$ cat src/rtl/mem_arbiter_pkg.sv
// Shared types and defaults for the two-requester memory data-port arbiter.
// Holds the FSM state encoding and the requester IDs.
package mem_arbiter_pkg;

   localparam int DATA_W_DEF = 8;
   localparam int ADDR_W_DEF = 10;

   typedef enum logic [1:0] {
      IDLE   = 2'd0,
      ACCESS = 2'd1,
      RDWAIT = 2'd2,
      RESP   = 2'd3
   } state_t;

   typedef enum logic {
      REQ_CPU    = 1'b0,
      REQ_LOADER = 1'b1
   } req_id_t;

endpackage

$ cat src/rtl/mem_arbiter_rr_arb2.sv
// Two-way round-robin picker: a lone requester wins outright, and on a tie
// the requester that was not served last wins.
module rr_arb2
   import mem_arbiter_pkg::*;
(
   input  logic    req0,
   input  logic    req1,
   input  req_id_t last,
   output req_id_t winner,
   output logic    valid
);

   // NOTE: every always_comb output gets a default first so no latch is inferred.
   always_comb begin
      valid  = req0 | req1;
      winner = REQ_CPU;
      if (req0 && req1)
         winner = (last == REQ_CPU) ? REQ_LOADER : REQ_CPU;
      else if (req1)
         winner = REQ_LOADER;
   end

endmodule

$ cat src/rtl/mem_arbiter.sv
// Shares the memory data port between the CPU load/store unit and the loader,
// granting round-robin and sequencing exactly one access per grant.
module mem_arbiter
   import mem_arbiter_pkg::*;
#(
   parameter int DATA_W = DATA_W_DEF,
   parameter int ADDR_W = ADDR_W_DEF
) (
   input  logic              clk,
   input  logic              rst,
   input  logic              req0,
   input  logic              we0,
   input  logic [ADDR_W-1:0] addr0,
   input  logic [DATA_W-1:0] wdata0,
   output logic              gnt0,
   output logic              ack0,
   input  logic              req1,
   input  logic              we1,
   input  logic [ADDR_W-1:0] addr1,
   input  logic [DATA_W-1:0] wdata1,
   output logic              gnt1,
   output logic              ack1,
   output logic [DATA_W-1:0] rdata,
   output logic              oe_d,
   output logic              we,
   output logic [ADDR_W-1:0] data_addr,
   output logic [DATA_W-1:0] data_write,
   input  logic [DATA_W-1:0] data_read
);

   state_t  state;
   req_id_t rr_last;
   req_id_t owner;
   req_id_t winner;
   logic    win_valid;
   logic    we_lat;

   rr_arb2 u_rr_arb2 (
      .req0   (req0),
      .req1   (req1),
      .last   (rr_last),
      .winner (winner),
      .valid  (win_valid)
   );

   // NOTE: all outputs are registered, so each one is loaded on the edge that
   // enters the state it belongs to (e.g. we/oe_d are set while leaving IDLE).
   // NOTE: sequential state uses non-blocking assignments only.
   always_ff @(posedge clk) begin
      if (rst) begin
         state      <= IDLE;
         rr_last    <= REQ_LOADER;
         owner      <= REQ_CPU;
         we_lat     <= 1'b0;
         gnt0       <= 1'b0;
         gnt1       <= 1'b0;
         ack0       <= 1'b0;
         ack1       <= 1'b0;
         oe_d       <= 1'b0;
         we         <= 1'b0;
         data_addr  <= '0;
         data_write <= '0;
         rdata      <= '0;
      end else begin
         gnt0 <= 1'b0;
         gnt1 <= 1'b0;
         ack0 <= 1'b0;
         ack1 <= 1'b0;
         case (state)
            IDLE: begin
               if (win_valid) begin
                  owner   <= winner;
                  rr_last <= winner;
                  state   <= ACCESS;
                  if (winner == REQ_CPU) begin
                     data_addr  <= addr0;
                     data_write <= wdata0;
                     we_lat     <= we0;
                     we         <= we0;
                     oe_d       <= ~we0;
                     gnt0       <= 1'b1;
                  end else begin
                     data_addr  <= addr1;
                     data_write <= wdata1;
                     we_lat     <= we1;
                     we         <= we1;
                     oe_d       <= ~we1;
                     gnt1       <= 1'b1;
                  end
               end
            end
            ACCESS: begin
               if (we_lat) begin
                  we    <= 1'b0;
                  state <= RESP;
                  if (owner == REQ_CPU) ack0 <= 1'b1;
                  else                  ack1 <= 1'b1;
               end else begin
                  state <= RDWAIT;
               end
            end
            RDWAIT: begin
               // memory presents data_read one cycle after oe_d was seen
               rdata <= data_read;
               oe_d  <= 1'b0;
               state <= RESP;
               if (owner == REQ_CPU) ack0 <= 1'b1;
               else                  ack1 <= 1'b1;
            end
            RESP: begin
               state <= IDLE;
            end
            default: begin
               state <= IDLE;
            end
         endcase
      end
   end

endmodule

$ cat config.mk
export PLATFORM = sky130hd
export DESIGN_NAME = mem_arbiter
export DESIGN_NICKNAME = d
export VERILOG_FILES = /design/src/rtl/mem_arbiter_pkg.sv /design/src/rtl/mem_arbiter_rr_arb2.sv /design/src/rtl/mem_arbiter.sv
export SDC_FILE = /design/constraint.sdc
export NUM_CORES = 1
export LEC_CHECK = 0
export ABC_AREA = 1
export CELL_PAD_IN_SITES_DETAIL_PLACEMENT = 1
export CELL_PAD_IN_SITES_GLOBAL_PLACEMENT = 1
export CORE_MARGIN = 2
export CORE_UTILIZATION = 26
export DETAILED_ROUTE_END_ITERATION = 8
export PLACE_DENSITY_LB_ADDON = 0.25
export SETUP_SLACK_MARGIN = 0.2
export SYNTH_ARGS = -nofsm -noshare
export SYNTH_HDL_FRONTEND = slang
export SYNTH_SLANG_ARGS = --single-unit
$ cat constraint.sdc
create_clock -name clk -period 1.8 [get_ports clk]
set_input_delay 0.36 -clock clk [delete_from_list [all_inputs] [get_ports clk]]
set_output_delay 0.36 -clock clk [all_outputs]
set_load 0.02 [all_outputs]
After elaboration in Yosys (flattened, before gate mapping):

Cells that the tools add are included.

* logic and storage cells: 54
* register bits: 37
* input bits: 50

* eq/ne operators: 5
* bitwise logic cells: 5
* reduce and logical (&&, ||, !) cells: 8
* mux-type cells: 23

Operators by type and width (number)
* $mux W1: 15
* $mux W10: 1
* $mux W8: 1
* $pmux W1 S2: 4
* $pmux W2 S4: 1
* $eq A2 B2 Y1 const B: 2
* $not A1 Y1: 4
* $reduce_and A2 Y1: 2
* $reduce_bool A2 Y1: 2
* $reduce_and A3 Y1: 1
* $reduce_or A3 Y1: 1
* $eq A2 B1 Y1 const B: 1
* $logic_not A2 Y1: 1
* $mux W2: 1
* $ne A2 B1 Y1 const B: 1
* $ne A2 B2 Y1 const B: 1
* $logic_and A1 B1 Y1: 1
* $or A1 B1 Y1: 1

Logic depth before layout (Yosys ltp):

* depth after elaboration: 5
* depth in mapped cells: 8
* depth with buffers taken out: 8

By module:

Synthesis repeated with hierarchy kept, for this count alone.

* cell total of the unflattened synthesis: 225
* area total of the unflattened synthesis: 1761.7 µm²

By module, submodules not included
* mem_arbiter: instances 1, area an instance 1746.7 µm², seq. area each 740.7 µm², cells each 222
* rr_arb2: instances 1, area an instance 15.0 µm², seq. area each 0.0 µm², cells each 3

Least setup slack after synthesis:

No wires, ideal clock.

* path kind: reg-to-reg
* start point: register state[0]
* end point: register data_addr[1]
* stages on the path, launching flop included: 8
* slack: 0.403 ns
* data arrival time: 1.265 ns
* buffers on the path: 1
* setup time: 0.132 ns
* path through: dfxtp_1 > inv_1 > ha_1 > o21ai_1 > inv_1 > buf_2 > nand2_1 > a21oi_1

* longest elaborated chain between the ends: 2

RTL lines
* from (decl): line mem_arbiter.sv:31 `state_t state;`
* from (signal assigned): line mem_arbiter.sv:51 `state <= IDLE;`
* from (signal assigned): line mem_arbiter.sv:74 `state <= ACCESS;`
* from (signal assigned): line mem_arbiter.sv:95 `state <= RESP;`
* $logic_not A2 Y1: line mem_arbiter.sv:69 `case (state)`
* $reduce_and A2 Y1 (no source line)
* to (signal assigned): line mem_arbiter.sv:76 `data_addr <= addr0;`
* to (signal assigned): line mem_arbiter.sv:83 `data_addr <= addr1;`
* to (decl): line mem_arbiter.sv:26 `output logic [ADDR_W-1:0] data_addr,`

Every way passes these cells.
A chain may end at the register's enable or synchronous reset.

Worst setup path after layout:

* start point: register gnt0
* end point: output gnt0

RTL lines
* from (decl): line mem_arbiter.sv:15 `output logic gnt0,`
* from (signal assigned): line mem_arbiter.sv:55 `gnt0 <= 1'b0;`
* from (signal assigned): line mem_arbiter.sv:65 `gnt0 <= 1'b0;`
* from (signal assigned): line mem_arbiter.sv:81 `gnt0 <= 1'b1;`

No word-level cell between the ends.

==> results.txt <==
Tmin final: 1550 ps
CTS tree: built
post-route core utilization: 0.461
Final Slew Violations: 0
Setup CP Type: reg2out
fmax: 0.647 GHz
DRC: 0
Clock Pin Slew Worst Setup and Hold Paths: 70 ps
drt wl/cell: 12.7 um
Tot GR Track Use: 0.155
CTS buffer count: 5
die width: 83.2 um
crit path DAT: 1190 ps
worst rel slew slack: 0.790
Ys Warns: 0
clock latency on the worst-skew pair: 290 ps
Syn Inst Count: 240
crit-path max FO: 1
CTS root buffer: clkbuf_8
Max Cap Viol: 0
Pwr Density: 1290 nW/um2
placed cell areas: 2580 um2
initial antenna violation count: 0
TritonRoute pass-1 iters: 4
core area: 5990 um2
Setup-failing EPs final: 0
Critical Path Source Type: register
ANT cells: 0
setup total negative slack: 0 ps
Initial DRC Count: 26
total power draw: 3.56 mW
die area: 6920 um2
Worst Path Buf+Inv: 1
syn_area_per_cell: 6.80 um2
worst vdd ir: 0.000634 V
final-layout fill cell count: 741
Max Buffers Root-to-Sink: 2
clock sink count: 37
vias in the first global route: 1838
detailed-route via count: 1815
CP cell instances: clkdlybuf4s50_1
Die Height: 83.2 um
ANT nets after route: 0
port buffer count: 81
placed instance count: 399
CP peak stage delay: 590 ps
number of core rows: 28
family with the most delay on the worst path: buffers and inverters
number of synthesized register bits: 37
largest net degree at the start of global routing: 15
syn_nets: 296
Worst Skew: 2.98 ps
RSZ-0062 raised after global routing: yes
H-tree depth: 2
post-DR vias/cell: 4.43
total gr overflow: 0
Final Cell Area: 2760 um2
nets: 390
status: complete, no violations
WP data required: 1440 ps
Hold Vio Cnt, Final: 0
sequential area share after synthesis: 0.454
first-pass GRT wire length: 8.84 mm
area grow syn2layout: 69.2%
Hold Path Class: reg2reg
share of layout cells above drive strength 1: 0.0925
CP Capture Type: output port
Least-Margin Pin Slew: 315 ps
RD Place Congestion: 0.719
Total Wirelength: 5.20 mm
post-synthesis cell type count: 19
Post-Synthesis Cell Area: 1630 um2
Final Instance Count excl. Fillers: 410
Leakage Power: 1.52 nW
Starting Density: 0.272
crit path max-delay cell type: clkdlybuf4s50_1
period utilisation layout: 0.859
HPWL Detailed: 4.02 mm
I/O pins: 82
## state kept, by name, summed over array words and instances (netlist names), 2 cells and up
name,cells
rdata,8
data_write,8
data_addr,10
state,2
## placed cells by master, fill, tap and decap left out
master,count
nand2_1,109
clkdlybuf4s50_1,49
dfxtp_1,35
nor2_1,25
a21oi_1,17
dlymetal6s2s_1,16
dlygate4sd2_1,16
buf_4,14
o21ai_0,12
inv_1,10
nand3_1,5
ha_1,5
clkbuf_8,5
clkinv_2,2
dfxtp_2,2
clkinv_1,1
a21oi_2,1
o21ai_4,1
clkinvlp_4,1
nor2_2,1
nor3_4,1
nand2_2,1
and2_1,1
a211oi_1,1
a21boi_0,1
ha_4,1
clkbuf_1,1
buf_12,1
## routing by layer
metal	global-route usage	routed length (um)
met1	0.179	2260
met2	0.285	2620
met3	0.0437	276
met4	0.0313	42
met5	0	0
## path summary, 6_finish.rpt
path | depth (start not counted) | end | slack [ps] | startpoint
worst min-delay path | 2 | data_addr[4] | 460 | data_addr[4]
worst max register to register | 7 | data_write[0] | 290 | state[0]
worst min register to register | 2 | data_addr[4] | 460 | data_addr[4]
worst max-delay path | 1 | gnt0 | 250 | gnt0
## power breakdown
group | leakage [nW] | internal [mW] | switching (mW) | total (mW)
combinational | 1.17 | 0.795 | 1.00 | 1.80
clock | 0.0450 | 0.269 | 0.301 | 0.569
sequential | 0.305 | 1.07 | 0.131 | 1.20
## cell families (layout without fill, tap and decap cells)
family / after synthesis / in the layout / share of synthesized area
AOI/OAI and AO/OA: 33 / 33 / 0.107
adders and majority gates: 6 / 6 / 0.0460
buffers and inverters: 21 / 116 / 0.0552
DFF: 37 / 37 / 0.454
and+or+nand+nor: 143 / 143 / 0.338
## per-stage QoR
stage	hold WS (ps)	setup slack (ps)
2_1_floorplan	419	403
3_3_place_gp	451	-7.38
3_5_place_dp	455	-40.5
4_1_cts	466	201
5_1_grt	488	155
6_report	461	254
## final cells by class
cell class	count	area (um2)	area share
Timing Repair Buffer	96	956	0.346
Sequential cell	37	743	0.269
Multi-Input combinational cell	182	836	0.303
Tap cell	75	93.8	0.0340
Clock inverter	2	10.0	0.00363
Inverter	12	48.8	0.0177
Clock buffer	6	72.6	0.0263
## worst min-delay path, stage by stage, from the launching register on
cell	delay, ps
dfxtp_1	310
nand2_1	60
a21oi_1	50
## Yosys cell counts
master / instances / share of area
nand2_1: 110 / 0.25
dfxtp_1: 37 / 0.45
nor2_1: 26 / 0.060
a21oi_1: 17 / 0.052
o21ai_0: 12 / 0.037
inv_1: 11 / 0.025
buf_2: 6 / 0.018
ha_1: 6 / 0.046
nand3_1: 5 / 0.015
a211oi_1: 1 / 0.0046
a21boi_0: 1 / 0.0046
a21oi_2: 1 / 0.0054
and2_1: 1 / 0.0038
buf_1: 1 / 0.0023
buf_4: 1 / 0.0046
clkbuf_1: 1 / 0.0023
clkinv_1: 1 / 0.0023
nor3_2: 1 / 0.0061
o21ai_1: 1 / 0.0031
## what timing repair did
item	CTS	global route
pin swaps	0	2
hold buffers	0	0
setup buffers	0	3
gates resized for setup	18	23
setup endpoints to repair	21	38
(Power assumes the default switching activity.)
